<file path="src/rtl/wishbone_pkg.sv">
// Shared Wishbone types: cycle-type / burst enums and the response token
// that travels down the target response delay line.
package wishbone_pkg;

    typedef enum logic [2:0] {
        CTI_CLASSIC = 3'b000,
        CTI_CONST   = 3'b001,
        CTI_INCR    = 3'b010,
        CTI_EOB     = 3'b111
    } cti_e;

    typedef enum logic [1:0] {
        BTE_LINEAR = 2'b00,
        BTE_WRAP4  = 2'b01,
        BTE_WRAP8  = 2'b10,
        BTE_WRAP16 = 2'b11
    } bte_e;

    // Tokens carry a fixed-width tag field; targets use the low TGDWidth bits.
    localparam int unsigned TgdMaxWidth = 16;

    typedef struct packed {
        logic                   valid;
        logic                   is_err;
        logic                   is_read;
        logic [TgdMaxWidth-1:0] tgd;
    } resp_tok_t;

    localparam resp_tok_t RespTokIdle = '0;

    function automatic int unsigned clog2_min1(input int unsigned n);
        return (n <= 1) ? 1 : $clog2(n);
    endfunction

endpackage

</file>
<file path="src/rtl/wishbone_response_pipe.sv">
// Fixed-latency response delay line for a pipelined Wishbone target.
// A synchronous flush empties every stage on the next clock edge.
module wishbone_response_pipe
    import wishbone_pkg::*;
#(
    parameter int unsigned Stages    = 1,
    parameter int unsigned DataWidth = 8
) (
    input  logic                 clk,
    input  logic                 rst,
    input  logic                 flush,
    input  resp_tok_t            in_tok,
    input  logic [DataWidth-1:0] in_data,
    output resp_tok_t            out_tok,
    output logic [DataWidth-1:0] out_data
);

    resp_tok_t            tok_q  [Stages];
    resp_tok_t            tok_d  [Stages];
    logic [DataWidth-1:0] data_q [Stages];
    logic [DataWidth-1:0] data_d [Stages];

    always_comb begin
        for (int i = 0; i < Stages; i++) begin
            tok_d[i]  = RespTokIdle;
            data_d[i] = '0;
        end
        if (!flush) begin
            tok_d[0]  = in_tok;
            data_d[0] = in_data;
            for (int i = 1; i < Stages; i++) begin
                tok_d[i]  = tok_q[i-1];
                data_d[i] = data_q[i-1];
            end
        end
    end

    always_ff @(posedge clk or posedge rst) begin
        if (rst) begin
            for (int i = 0; i < Stages; i++) begin
                tok_q[i]  <= RespTokIdle;
                data_q[i] <= '0;
            end
        end else begin
            for (int i = 0; i < Stages; i++) begin
                tok_q[i]  <= tok_d[i];
                data_q[i] <= data_d[i];
            end
        end
    end

    assign out_tok  = tok_q[Stages-1];
    assign out_data = data_q[Stages-1];

endmodule

</file>
<file path="src/rtl/wishbone_target_ram.sv">
// Pipelined Wishbone target RAM with per-lane writes and fixed response latency.
// Define WISHBONE_TARGET_RAM_ERR_EN to answer addresses >= Depth with ERR.
module wishbone_target_ram
    import wishbone_pkg::*;
#(
    parameter int unsigned AddressWidth = 16,
    parameter int unsigned DataWidth    = 8,
    parameter int unsigned Granularity  = 8,
    parameter int unsigned TGDWidth     = 1,
    parameter int unsigned Depth        = 256,
    parameter int unsigned WaitStates   = 0,
    localparam int unsigned SELWidth    = DataWidth / Granularity
) (
    input  logic                    CLK,
    input  logic                    RST,
    input  logic                    CYC,
    input  logic                    STB,
    input  logic                    WE,
    input  logic [AddressWidth-1:0] ADDR,
    input  logic [SELWidth-1:0]     SEL,
    input  logic [DataWidth-1:0]    DAT_ToTarget,
    input  logic [TGDWidth-1:0]     TGD_ToTarget,
    input  logic                    ForceStall,
    output logic [DataWidth-1:0]    DAT_ToInitiator,
    output logic [TGDWidth-1:0]     TGD_ToInitiator,
    output logic                    ACK,
    output logic                    ERR,
    output logic                    RTY,
    output logic                    STALL
);

    localparam int unsigned IdxWidth = clog2_min1(Depth);
    localparam int unsigned Stages   = 1 + WaitStates;

    logic [DataWidth-1:0] mem [Depth];

    logic                 accept;
    logic                 out_of_range;
    logic                 commit_wr;
    logic [IdxWidth-1:0]  idx;
    logic [DataWidth-1:0] rd_word;
    logic [DataWidth-1:0] req_data;
    resp_tok_t            req_tok;
    resp_tok_t            rsp_tok;
    logic [DataWidth-1:0] rsp_data;

    logic [DataWidth-1:0] dat_q;
    logic [DataWidth-1:0] dat_d;
    logic [TGDWidth-1:0]  tgd_q;
    logic [TGDWidth-1:0]  tgd_d;

    logic                 unused_bits;

    assign STALL  = ForceStall;
    assign RTY    = 1'b0;
    assign accept = CYC & STB & ~ForceStall & ~RST;
    assign idx    = ADDR[IdxWidth-1:0];

`ifdef WISHBONE_TARGET_RAM_ERR_EN
    assign out_of_range = ({1'b0, ADDR} >= (AddressWidth+1)'(Depth));
`else
    assign out_of_range = 1'b0;
`endif

    assign commit_wr = accept & WE & ~out_of_range;
    assign rd_word   = mem[idx];

    // Reads sample the array in the accept cycle, so a write committed on
    // the previous edge is already visible here.
    always_comb begin
        req_tok         = RespTokIdle;
        req_tok.valid   = accept;
        req_tok.is_err  = out_of_range;
        req_tok.is_read = ~WE;
        req_tok.tgd     = TgdMaxWidth'(TGD_ToTarget);
        req_data        = '0;
        if (!WE && !out_of_range) begin
            req_data = rd_word;
        end
    end

    always_ff @(posedge CLK) begin
        if (commit_wr) begin
            for (int l = 0; l < SELWidth; l++) begin
                if (SEL[l]) begin
                    mem[idx][l*Granularity +: Granularity]
                        <= DAT_ToTarget[l*Granularity +: Granularity];
                end
            end
        end
    end

    wishbone_response_pipe #(
        .Stages    (Stages),
        .DataWidth (DataWidth)
    ) u_rsp_pipe (
        .clk      (CLK),
        .rst      (RST),
        .flush    (~CYC),
        .in_tok   (req_tok),
        .in_data  (req_data),
        .out_tok  (rsp_tok),
        .out_data (rsp_data)
    );

    assign ACK = rsp_tok.valid & ~rsp_tok.is_err;
    assign ERR = rsp_tok.valid & rsp_tok.is_err;

    always_comb begin
        dat_d = dat_q;
        tgd_d = tgd_q;
        if (ACK && rsp_tok.is_read) begin
            dat_d = rsp_data;
        end
        if (rsp_tok.valid) begin
            tgd_d = rsp_tok.tgd[TGDWidth-1:0];
        end
    end

    always_ff @(posedge CLK or posedge RST) begin
        if (RST) begin
            dat_q <= '0;
            tgd_q <= '0;
        end else begin
            dat_q <= dat_d;
            tgd_q <= tgd_d;
        end
    end

    assign DAT_ToInitiator = dat_d;
    assign TGD_ToInitiator = tgd_d;

    assign unused_bits = ^{ADDR, rsp_tok.tgd};

endmodule

</file>
<file path="config.mk">
export PLATFORM = sky130hd
export DESIGN_NAME = wishbone_target_ram
export DESIGN_NICKNAME = d
export VERILOG_FILES = /design/src/rtl/wishbone_pkg.sv /design/src/rtl/wishbone_response_pipe.sv /design/src/rtl/wishbone_target_ram.sv
export SDC_FILE = /design/constraint.sdc
export NUM_CORES = 2
export LEC_CHECK = 0
export BUFFER_PORTS_ARGS = -buffer_cell sky130_fd_sc_hd__buf_2
export CORE_ASPECT_RATIO = 0.7
export CORE_MARGIN = 1
export CORE_UTILIZATION = 57
export CTS_CLUSTER_SIZE = 12
export DETAILED_ROUTE_END_ITERATION = 8
export PLACE_DENSITY = 0.83
export SLEW_MARGIN = 10
export SYNTH_ARGS = -nofsm -noshare
export SYNTH_HDL_FRONTEND = slang
export SYNTH_SLANG_ARGS = --single-unit
export TNS_END_PERCENT = 5
</file>
<file path="constraint.sdc">
create_clock -name CLK -period 1.7 [get_ports CLK]
set_input_delay 0.34 -clock CLK [delete_from_list [all_inputs] [get_ports CLK]]
set_output_delay 0.34 -clock CLK [all_outputs]
set_load 0.1 [all_outputs]
</file>
* After elaboration in Yosys (flattened, before gate mapping)
Memory sizes are Yosys's and may differ from the RTL's.
Cells that the tools add are included.
** Storage, ports and cells
- Output and inout bits :: 13
- Register bits :: 21
- Word-level logic and storage cells :: 27
- Input bits :: 32
- Memories :: 1
- Bits in writable memories :: 2048
** Operators by class
- Reductions and logical operators :: 1
- Mux-type cells :: 8
- Bitwise operators :: 10
** Memories
- mem :: depth 256, bits a word 8, rd ports 1, clocked after Yosys merged registers in 0, wr ports 1, line wishbone_target_ram.sv:35 : logic [DataWidth-1:0] mem [Depth];
** Operators by type and width (number)
- 8-bit 2-to-1 mux :: 3
- 19-bit 2-to-1 mux :: 1
- 1-bit AND :: 6
- 1-bit 2-to-1 mux :: 4
- 1-bit NOT :: 4
- 1-bit logical AND :: 1

* Longest topological paths before layout
- Depth in word-level cells :: 6
- Depth in mapped cells :: 12
- Gate-level depth less buffers :: 7

* Cells and area by module
A second synthesis with hierarchy kept.
** Unflattened totals
- Cells, all modules :: 4029
- Area total of the unflattened synthesis :: 81130.3 um^2
** Modules (own cells, without submodules)
- wishbone_target_ram :: cells each 3972, times used 1, seq. area each 61724.2 um^2, area each 80242.0 um^2
- wishbone_response_pipe :: cells each 57, times used 1, seq. area each 675.6 um^2, area each 888.4 um^2

* Least setup slack after synthesis
No wires, ideal clock.
- Path kind :: input-to-reg
- Start point :: in ADDR[1]
- End point :: mem mem[198][0], enable pin
- Buffers on the path :: 5
- Setup slack :: -1.041 ns
- Required time :: 1.317 ns
- Stages on the path :: 8
- Setup time :: 0.383 ns
- Arrival time :: 2.358 ns
- Path through :: buf_2 -> buf_4 -> buf_4 -> buf_2 -> buf_2 -> nor2b_1 -> nand2_1 -> nor3_1
** RTL lines
- from (decl) :: line wishbone_target_ram.sv:19 : input logic [AddressWidth-1:0] ADDR,
- to (decl) :: line wishbone_target_ram.sv:35
No word-level cell before the write port.

==> impl_metrics.env <==
export IMPL_swShare_pct=22.31
export IMPL_syn2layout_area_growth_pct=20.96
export IMPL_core_area_sq_um=138900
export IMPL_max_freq_mhz=396.8
export IMPL_initial_core_util_pct=57.76
export IMPL_critPathLaunch="ADDR[0]"
export IMPL_ys_ff_latch=2068
export IMPL_place_port_buffers=34
export IMPL_routed_wl_mm=242.1
export IMPL_syn_inst=3903
export IMPL_clk_path_buf_depth=3
export IMPL_cts_root_buffer="clkbuf_16"
export IMPL_synthFlopType="edfxtp_1"
export IMPL_powerDensity_nw_per_um2=1058
export IMPL_vias=47515
export IMPL_synth_area_sq_um=80250
export IMPL_final_hold_viol_count=0
export IMPL_antenna_found_initial=13
export IMPL_die_w_um=450.5
export IMPL_layout_common_cells="edfxtp_1 (2048), buf_4 (606), mux4_2 (388), mux2i_1 (256), buf_12 (203)"
export IMPL_p_leak_nw=32.13
export IMPL_cts_clk_slew_worst_paths_ns=0.06
export IMPL_fin_crit_sh_pct=148.3
export IMPL_finalSetupViolCount=367
export IMPL_worstPathMaxFanout=21
export IMPL_finalClockSkew_ns=0.04968
export IMPL_final_common_cell="edfxtp_1"
export IMPL_path_cells="buf_12 -> buf_12 -> buf_4 -> and2_2 -> buf_12 -> buf_4 -> a22oi_1 -> buf_4 -> a22oi_1 -> o211ai_1 -> o311ai_2 -> a32oi_1"
export IMPL_seq_area_frac_synth_pct=77.26
export IMPL_layout_drive_gt1_share_pct=35.94
export IMPL_drtIter0Drc=9529
export IMPL_reg2reg_from="mem[207][4]"
export IMPL_grt_max_degree=84
export IMPL_drc=4
export IMPL_combPwrFrac_pct=6.7
export IMPL_cp_slowest_cell="o211ai_1"
export IMPL_cts_made_buffers=192
export IMPL_p_switching_w=0.02291
export IMPL_whs_ns=0.05657
export IMPL_intPower_w=0.07979
export IMPL_synth_edff_count=2048
export IMPL_failed_checks="design-rule violations, negative setup slack"
export IMPL_cts_sinks=2068
export IMPL_power_share_sequential_pct=54.6
export IMPL_die_area_sq_um=142300
export IMPL_rsz0062_at_grt="true"
export IMPL_multi_input_area_sq_um=18270
export IMPL_seq_area_sq_um=62000
export IMPL_grt_overflow=0
export IMPL_yosys_top_cells_area="edfxtp_1 (77%), mux4_2 (11%), mux2i_1 (3.2%)"
export IMPL_cap_violations=0
export IMPL_grt_pass1_vias=47134
export IMPL_detail_route_antenna_nets=0
export IMPL_final_max_slew_viol_count=0
export IMPL_path_buf_inv=6
export IMPL_grt_pass1_wl_mm=339.3
export IMPL_hold_class="input port to register"
export IMPL_htree_num_levels=4
export IMPL_worstSetupPathType="input port to register"
export IMPL_async_flop_share_pct=0.9671
export IMPL_setup_slack_ns=-0.8204
export IMPL_clock_latency_ns=0.85
export IMPL_gp_congestion=0.9865
export IMPL_wire_per_inst_um=36.42
export IMPL_dp_cells=6362
export IMPL_synth_largest_area_cell="edfxtp_1"
export IMPL_nNetsFinal=4745
export IMPL_grt_use_total_pct=33.70
export IMPL_start_kind="input port"
export IMPL_status="finished with violations"
export IMPL_routed_via_density=7.147
export IMPL_ir_drop_mv=1.081
export IMPL_hp_start="DAT_ToTarget[5]"
export IMPL_arrival_ns=3.22
export IMPL_place_ws_ns=-1.448
export IMPL_die_height_um=315.9
export IMPL_rows=114
export IMPL_synth_top_area_share_pct=76.64
export IMPL_pin_count=45
export IMPL_clockPowerShare_pct=38.6
export IMPL_fin_cells=6648
export IMPL_worstMarginPinSlew_ns=0.8869
export IMPL_syn_mean_instance_area_sq_um=20.56
export IMPL_yosys_warnings=0
export IMPL_crit_path_max_incr_delay_ns=0.59
export IMPL_critical_path_top_delay_family="compound AO/OA/AOI/OAI gates"
export IMPL_synth_distinct_cells=56
export IMPL_cts_tree="yes"
export IMPL_dr_pass1_iters=9
export IMPL_relSlewSlack_pct=40.61
export IMPL_dp_hpwl_mm=145.7
export IMPL_fill_cells=7387
export IMPL_crit_path_end_kind="register"
export IMPL_required_ns=2.40
export IMPL_min_period_ns=2.520
==> final timing paths <==
check | endpoint | slack (ns) | depth (start not counted)
max in group asynchronous | u_rsp_pipe.out_data[4] | 1.11 | 5
hold / removal | mem[170][5] | 0.06 | 1
setup / recovery | u_rsp_pipe.out_data[4] | -0.82 | 12
setup reg to reg | u_rsp_pipe.out_data[4] | -0.80 | 6
min in group asynchronous | u_rsp_pipe.out_data[0] | 0.29 | 5
hold reg to reg | dat_q[7] | 0.52 | 1
==> sequential cells by signal, summed over array words and instances (netlist names) <==
| signal | cells |
|---|---|
| u_rsp_pipe.out_tok | 3 |
| u_rsp_pipe.out_data | 8 |
| dat_q | 8 |
| mem | 2048 |
| tgd_q | 1 |
==> per-stage QoR <==
step / utilization [%] / setup TNS, ns / instance area (sq um) / total power (W)
after floorplan: - / -1360.36 / 81160 / 0.06003
after global placement: 65.30 / -1650.74 / 90710 / 0.06310
after detailed placement: 65.30 / -1789.71 / 90710 / 0.06329
after CTS: 69.66 / -578.61 / 96780 / 0.1017
after global routing: 69.86 / -18.34 / 97060 / 0.1042
final: 69.87 / -21.59 / 97070 / 0.1027
==> power groups by stage <==
stage	sequential, W	combinational, W	clock, W
5_1_grt	0.0561	0.00697	0.0412
3_3_place_gp	0.0572	0.00593	0
3_5_place_dp	0.0572	0.00612	0
6_report	0.0561	0.00693	0.0397
4_1_cts	0.0561	0.00647	0.0391
2_1_floorplan	0.0572	0.00287	0
==> cell families after synthesis <==
logic type      share of synthesized area [%]
simple gates                            2.997
other cells                          0.004673
compound gates                          3.491
mux                                     14.51
buf+inv                                 1.731
flops                                   77.26
==> cell type report <==
| type | instances | share of cell area, % |
|---|---|---|
| inverter | 6 | 0.02320 |
| antenna | 4 | 0.01031 |
| clock buffer | 256 | 5.358 |
| sequential | 2068 | 63.87 |
| clock inverter | 13 | 0.1637 |
| tap | 1856 | 2.392 |
| multi-input combinational | 1589 | 18.82 |
| timing repair buffer | 856 | 9.359 |
==> cells in the mapped netlist (all sizes together), types with 2 or more instances <==
| cell type | instances |
|---|---|
| o2111ai | 15 |
| mux2 | 29 |
| o22ai | 43 |
| a221oi | 42 |
| clkbuf | 91 |
| nor2b | 8 |
| nor3 | 77 |
| buf | 150 |
| a22oi | 108 |
| and3 | 7 |
| nor2 | 229 |
| a32oi | 6 |
| mux2i | 258 |
| o221ai | 8 |
| inv | 6 |
| a221o | 6 |
| dfrtp | 20 |
| nand4 | 44 |
| o311ai | 7 |
| and2 | 6 |
| a22o | 30 |
| o211ai | 18 |
| a211oi | 9 |
| a21oi | 41 |
| nand3 | 56 |
| a31oi | 16 |
| nand2b | 5 |
| o21ai | 29 |
| edfxtp | 2048 |
| nand2 | 78 |
| mux4 | 388 |
| nor4 | 6 |
| or2 | 5 |
| nand3b | 2 |
==> what timing repair did <==
item,4_1_cts,5_1_grt
cloned,0,0
buffers inserted,2,2
hold buffers,12,1
endpoints found under the setup margin,1194,2056
endpoints found under the hold margin,130,20
gates resized for setup,120,58
pin swaps,34,20
==> worst register-to-register path, stage by stage, from the launching register on <==
cell and delay (ns):
edfxtp_1 0.42, mux4_2 0.50, a221o_1 0.38, a31oi_1 0.24, o211ai_1 0.36, o311ai_2 0.20
a32oi_1 0.23
==> metal layers <==
metal	vias to the layer above	routed length (um)	track usage (%)
met2	4957	109500	51.13
met3	1038	39960	12.03
met4	16	14130	15.50
li1	17859	-	-
met5	-	120	0
met1	23645	78380	44.13
No activity file was read; power rests on OpenSTA's default activity.
